[src/rtl/fetch_stage_pipelined_pkg.sv]
// Shared pipeline definitions: default reset PC, bubble instruction and the IF/ID record
// that the decode stage consumes.
package fetch_stage_pipelined_pkg;

    localparam logic [31:0] RESET_PC_DEFAULT  = 32'hBFC0_0000;
    localparam logic [31:0] NOP_INSTR_DEFAULT = 32'h0000_0013;  // addi x0,x0,0

    typedef struct packed {
        logic [31:0] instr;
        logic [31:0] pc;
        logic [31:0] pc_plus4;
        logic        valid;
    } if_id_t;

    localparam int unsigned IF_ID_W = $bits(if_id_t);

    // Fields a bubble overwrites; the PC fields keep their previous contents.
    localparam if_id_t IF_ID_BUBBLE_MASK = '{
        instr:    '1,
        pc:       '0,
        pc_plus4: '0,
        valid:    1'b1
    };

    function automatic logic [31:0] align_pc(input logic [31:0] target);
        return {target[31:2], 2'b00};
    endfunction

endpackage

[src/rtl/fetch_stage_pipelined_if.sv]
// Instruction-memory port: the fetch stage drives the address, memory answers combinationally.
interface fetch_stage_pipelined_if;

    logic [31:0] imem_addr;
    logic        imem_ready;
    logic [31:0] imem_rdata;

    modport master (
        output imem_addr,
        input  imem_ready,
        input  imem_rdata
    );

    modport slave (
        input  imem_addr,
        output imem_ready,
        output imem_rdata
    );

endinterface

[src/rtl/pipe_reg_en_clr.sv]
// Generic pipeline register with enable and masked clear; clear wins over enable.
module pipe_reg_en_clr #(
    parameter int unsigned       WIDTH    = 1,
    parameter logic [WIDTH-1:0]  RST_VAL  = '0,
    parameter logic [WIDTH-1:0]  CLR_VAL  = '0,
    parameter logic [WIDTH-1:0]  CLR_MASK = '1
) (
    input  logic             clk,
    input  logic             rst_n,
    input  logic             en,
    input  logic             clr,
    input  logic [WIDTH-1:0] d,
    output logic [WIDTH-1:0] q
);

    logic [WIDTH-1:0] q_q;
    logic [WIDTH-1:0] q_d;

    always_comb begin
        q_d = q_q;
        if (clr) begin
            // Only masked bits take the clear value; the rest hold.
            q_d = (q_q & ~CLR_MASK) | (CLR_VAL & CLR_MASK);
        end else if (en) begin
            q_d = d;
        end
    end

    always_ff @(posedge clk or negedge rst_n) begin
        if (!rst_n) begin
            q_q <= RST_VAL;
        end else begin
            q_q <= q_d;
        end
    end

    assign q = q_q;

endmodule

[src/rtl/fetch_stage_pipelined.sv]
// RV32I fetch stage: PC register, next-PC selection, IF/ID register and fetch/flush statistics.
module fetch_stage_pipelined
    import fetch_stage_pipelined_pkg::*;
#(
    parameter logic [31:0] RESET_PC  = RESET_PC_DEFAULT,
    parameter logic [31:0] NOP_INSTR = NOP_INSTR_DEFAULT
) (
    input  logic                           clk,
    input  logic                           rst_n,
    input  logic                           stall_f,
    input  logic                           flush_d,
    input  logic                           redirect_e,
    input  logic [31:0]                    redirect_target_e,
    fetch_stage_pipelined_if.master        imem,
    output logic [31:0]                    instr_d,
    output logic [31:0]                    pc_d,
    output logic [31:0]                    pc_plus4_d,
    output logic                           valid_d,
    output logic [31:0]                    fetch_count,
    output logic [15:0]                    flush_count
);

    localparam if_id_t IF_ID_RST = '{
        instr:    NOP_INSTR,
        pc:       '0,
        pc_plus4: '0,
        valid:    1'b0
    };

    logic [31:0] fetch_pc_q, fetch_pc_d;
    logic [31:0] fetch_pc_plus4;
    logic [31:0] fetch_cnt_q, fetch_cnt_d;
    logic [15:0] flush_cnt_q, flush_cnt_d;

    logic   kill;
    logic   load;
    logic   bubble;
    if_id_t if_id_in;
    if_id_t if_id_out;

    assign fetch_pc_plus4 = fetch_pc_q + 32'd4;

    // Redirect or flush discards the decode slot even when the hazard unit is stalling.
    assign kill   = flush_d | redirect_e;
    assign load   = ~kill & ~stall_f & imem.imem_ready;
    assign bubble = kill | (~stall_f & ~imem.imem_ready);

    always_comb begin
        fetch_pc_d = fetch_pc_q;
        if (redirect_e) begin
            fetch_pc_d = align_pc(redirect_target_e);
        end else if (!stall_f && imem.imem_ready) begin
            fetch_pc_d = fetch_pc_plus4;
        end
    end

    always_comb begin
        fetch_cnt_d = fetch_cnt_q;
        flush_cnt_d = flush_cnt_q;
        if (load) begin
            fetch_cnt_d = fetch_cnt_q + 32'd1;
        end
        if (kill) begin
            flush_cnt_d = flush_cnt_q + 16'd1;
        end
    end

    always_ff @(posedge clk or negedge rst_n) begin
        if (!rst_n) begin
            fetch_pc_q  <= RESET_PC;
            fetch_cnt_q <= '0;
            flush_cnt_q <= '0;
        end else begin
            fetch_pc_q  <= fetch_pc_d;
            fetch_cnt_q <= fetch_cnt_d;
            flush_cnt_q <= flush_cnt_d;
        end
    end

    always_comb begin
        if_id_in          = IF_ID_RST;
        if_id_in.instr    = imem.imem_rdata;
        if_id_in.pc       = fetch_pc_q;
        if_id_in.pc_plus4 = fetch_pc_plus4;
        if_id_in.valid    = 1'b1;
    end

    pipe_reg_en_clr #(
        .WIDTH    (IF_ID_W),
        .RST_VAL  (IF_ID_RST),
        .CLR_VAL  (IF_ID_RST),
        .CLR_MASK (IF_ID_BUBBLE_MASK)
    ) u_if_id (
        .clk   (clk),
        .rst_n (rst_n),
        .en    (load),
        .clr   (bubble),
        .d     (if_id_in),
        .q     (if_id_out)
    );

    assign imem.imem_addr = fetch_pc_q;
    assign instr_d        = if_id_out.instr;
    assign pc_d           = if_id_out.pc;
    assign pc_plus4_d     = if_id_out.pc_plus4;
    assign valid_d        = if_id_out.valid;
    assign fetch_count    = fetch_cnt_q;
    assign flush_count    = flush_cnt_q;

endmodule

[src/flat_wrapper.sv]
// flat-port wrapper written by rule: the top's interface ports become plain ports
module fetch_stage_pipelined_flat import fetch_stage_pipelined_pkg::*;
#(
    parameter logic [31:0] RESET_PC  = RESET_PC_DEFAULT,
    parameter logic [31:0] NOP_INSTR = NOP_INSTR_DEFAULT
)
  (clk, rst_n, stall_f, flush_d, redirect_e, redirect_target_e, instr_d, pc_d, pc_plus4_d, valid_d, fetch_count, flush_count, imem_imem_addr, imem_imem_ready, imem_imem_rdata);
  fetch_stage_pipelined_if imem_i ();
  input  logic clk;
  input  logic rst_n;
  input  logic stall_f;
  input  logic flush_d;
  input  logic redirect_e;
  input  logic [31:0] redirect_target_e;
  output logic [31:0] instr_d;
  output logic [31:0] pc_d;
  output logic [31:0] pc_plus4_d;
  output logic valid_d;
  output logic [31:0] fetch_count;
  output logic [15:0] flush_count;
  output wire logic [$bits(imem_i.imem_addr)-1:0] imem_imem_addr;
  input wire logic [$bits(imem_i.imem_ready)-1:0] imem_imem_ready;
  input wire logic [$bits(imem_i.imem_rdata)-1:0] imem_imem_rdata;
  assign imem_imem_addr = imem_i.imem_addr;
  assign imem_i.imem_ready = imem_imem_ready;
  assign imem_i.imem_rdata = imem_imem_rdata;
  fetch_stage_pipelined #(.RESET_PC(RESET_PC), .NOP_INSTR(NOP_INSTR)) u_core (.clk(clk), .rst_n(rst_n), .stall_f(stall_f), .flush_d(flush_d), .redirect_e(redirect_e), .redirect_target_e(redirect_target_e), .imem(imem_i), .instr_d(instr_d), .pc_d(pc_d), .pc_plus4_d(pc_plus4_d), .valid_d(valid_d), .fetch_count(fetch_count), .flush_count(flush_count));
endmodule
[config.mk]
export PLATFORM = sky130hd
export DESIGN_NAME = fetch_stage_pipelined_flat
export DESIGN_NICKNAME = d
export VERILOG_FILES = /design/src/rtl/fetch_stage_pipelined_pkg.sv /design/src/rtl/fetch_stage_pipelined_if.sv /design/src/rtl/pipe_reg_en_clr.sv /design/src/rtl/fetch_stage_pipelined.sv /design/src/flat_wrapper.sv
export SDC_FILE = /design/constraint.sdc
export NUM_CORES = 1
export LEC_CHECK = 0
export CELL_PAD_IN_SITES_DETAIL_PLACEMENT = 1
export CELL_PAD_IN_SITES_GLOBAL_PLACEMENT = 1
export CORE_ASPECT_RATIO = 1.25
export CORE_MARGIN = 5
export CORE_UTILIZATION = 35
export DETAILED_ROUTE_END_ITERATION = 10
export PLACE_DENSITY = 0.91
export SLEW_MARGIN = 15
export SYNTH_ARGS = -nofsm -noshare
export SYNTH_HDL_FRONTEND = slang
export SYNTH_SLANG_ARGS = --single-unit
[constraint.sdc]
create_clock -name clk -period 2.55 [get_ports clk]
set_clock_uncertainty 0.15 [all_clocks]
set_input_delay 0.3825 -clock clk [delete_from_list [all_inputs] [get_ports clk]]
set_output_delay 0.3825 -clock clk [all_outputs]
set_load 0.02 [all_outputs]
==> results.md <==
- Max Cap Viol: 0
- Routed WL: 26500 um
- Die ar.: 24900 um^2
- Inserted Clock Buffers: 17
- Gr usage total: 0.215
- Crit Path Max Fanout: 7
- Largest family of logic cells by synthesized area: simple AND/OR/NAND/NOR gates
- Worst path bufs/invs: 2
- Pre-antenna DRT Iters: 4
- P_leak: 0.00476 uW
- Ant. Diodes: 0
- Hold Vio Cnt, Final: 0
- Startpoint types: primary input
- Top Ports: 247
- Reg2Reg Setup Slack: 0.25 ns
- Clk root buf: clkbuf_16
- Max Freq: 405 MHz
- Top cells by area, synth: dfrtp_1, nand2_1, xnor2_1
- Layout cells sized above 1: 0.103
- CP Class: in -> reg
- Endpoints failing setup: 0
- Crit-path slowest cell: or4_4
- Synth Area in Adders: 0.00492
- Syn Area/Cell: 9.89 um^2
- CORE AREA: 21500 um^2
- Fin. max-slew vios: 0
- Final nets: 1095
- Power density cells: 708 nW/um^2
- Congestion Overflow GR: 0
- Largest area contributor in the netlist: dfrtp_1
- Crit end category: register
- Worst-Margin Slew: 0.885 ns
- Vias per std cell: 5.03
- Critical Path RT: 2.71 ns
- Initial core utilization: 0.354
- Final hold slack: 0.319 ns
- Synthesis-to-finish area growth: 45.7%
- Tcrit/Tclk final: 0.969
- Sequential fraction of the synthesis area: 0.563
- Vias in the first global route: 7371
- Compound-Gate Fraction of Synth Area: 0.0754
- Chip height: 175 um
- Commonest non-fill, non-tap cell in the layout: clkdlybuf4s50_1
- Power, Total: 7880 uW
- Arrival time worst endpoint: 2.63 ns
- CP peak stage delay: 0.59 ns
- Setup TNS: 0 ns
- Input/output buffers: 238
- Synthesized instance count: 772
- YS warnings: 0
- DRT iter0 DRCs: 212
- DR vias: 6609
- Clock latency on the worst-skew pair: 0.42 ns
- Xor-xnor portion of the synthesized cell area: 0.116
- Htree depth: 4
- WL/cell: 20.2 um
- Crit path max-delay family: simple AND/OR/NAND/NOR gates
- Num rows: 60
- TritonCTS clock tree: built
- Yosys cell types: 37
- Simple-gate portion of the synthesized area: 0.203
- RSZ-0062 raised after global routing: false
- CTS Buffer Depth: 2
- Remaining DRCs: 0
- VDD IR max: 0.435 mV
- CTS sink count: 171
- Gpl congestion: 0.806
- Clk pin slew, worst setup/hold paths: 0.07 ns
- First-pass GRT wire length: 42300 um
- Final Core Density: 0.516
- Antenna-violating nets left: 0
- Post-synth top area share: 0.521
- Initial antenna violation count: 1
- Status: finished clean
- Chip width: 142 um
- Dpl ws: -0.436 ns
- Critical path cell sequence: clkdlybuf4s50_1 -> or4b_4 -> or4_4 -> nor3_4 -> buf_12 -> nand4_1 -> xnor2_1
- Min-Delay Path Class: in -> reg
- Worst Setup Slack, final: 0.0802 ns
- Tmin final: 2.47 ns
- DP HPWL: 19700 um
- Synth Register Bits: 171
- Mapped cell area: 7630 um^2
- Commonest cells after routing, fill and taps aside: clkdlybuf4s50_1, nand2_1, dfrtp_1
- Rel. slew slack: 0.410
- Post-synthesis mux area share: 0.00279
- Largest net degree at the start of global routing: 87
cells in the mapped netlist (all sizes together):
master,instances
nor2b,1
o21ai,58
mux2,1
conb,1
buf,12
o22ai,3
nor4bb,1
nor4,6
mux2i,1
nand3,32
nor3,13
xnor2,57
or4,4
a31oi,2
a22o,29
and3,12
nand4,28
and4,2
inv,2
dfrtp,159
xor2,44
and2,2
ha,3
or2,3
or4b,1
nand2,203
nand2b,2
clkbuf,48
nor2,28
or3,2
dfstp,12
worst paths after layout:
kind | end | cells past startpoint | startpoint
max reg2reg | u_core.u_if_id.q[31] | 7 | u_core.imem.imem_addr[3]
min in group asynchronous | u_core.fetch_count[23] | 2 | rst_n
min | u_core.fetch_count[0] | 4 | redirect_e
min reg2reg | u_core.fetch_count[31] | 1 | u_core.fetch_count[31]
max | u_core.fetch_count[25] | 7 | flush_d
max in group asynchronous | u_core.imem.imem_addr[27] | 3 | rst_n
kinds of logic (layout without fill, tap and decap cells):
logic type / count (synthesis) / after routing
fa+ha+maj: 3 / 3
simple gates: 340 / 340
other cells: 1 / 6
buf+inv: 62 / 320
mux: 2 / 2
xor+xnor: 101 / 101
flops: 171 / 171
compound gates: 92 / 92
state kept, by name, summed over array words and instances (netlist names):
| register | flops |
|---|---|
| u_core.imem.imem_addr | 30 |
| u_core.flush_count | 16 |
| u_core.u_if_id.q | 93 |
| u_core.fetch_count | 32 |
metrics by stage:
stage / cells / cell area (um^2)
floorplan: 777 / 7650
global placement: 1280 / 10500
detailed placement: 1280 / 10500
CTS: 1313 / 11100
global route: 1314 / 11100
finish: 1314 / 11100
worst min-delay path, stage by stage:
cell     delay, ns
buf_2         0.09
or4b_4        0.15
buf_4         0.15
xnor2_1       0.07
layer usage:
layer	part of all wire	track usage	up-vias
li1	-	-	3062
met1	0.40	0.250	3307
met2	0.52	0.382	188
met3	0.047	0.0561	50
met4	0.032	0.0716	2
met5	0.00042	0	-
power breakdown:
group          switching, uW  internal (uW)  total [uW]
Sequential               310           3060        3370
Combinational           1070            937        2010
Clock                   1220           1280        2500
Total                   2600           5280        7880
timing repair:
action	4_1_cts	5_1_grt
setup buffers	0	1
resized for setup	0	2
hold endpoints to repair	45	0
hold buffers	1	0
setup endpoints to repair	0	8
layout make-up:
type	instances	area (um^2)
Clock buffer	17	425
Clock inverter	15	130
Fill cell	2393	10400
Inverter	2	7.51
Multi-Input combinational cell	544	3120
Sequential cell	171	4290
Tap cell	279	349
Timing Repair Buffer	286	2800
Note: power is estimated with default switching activity, not from simulation.
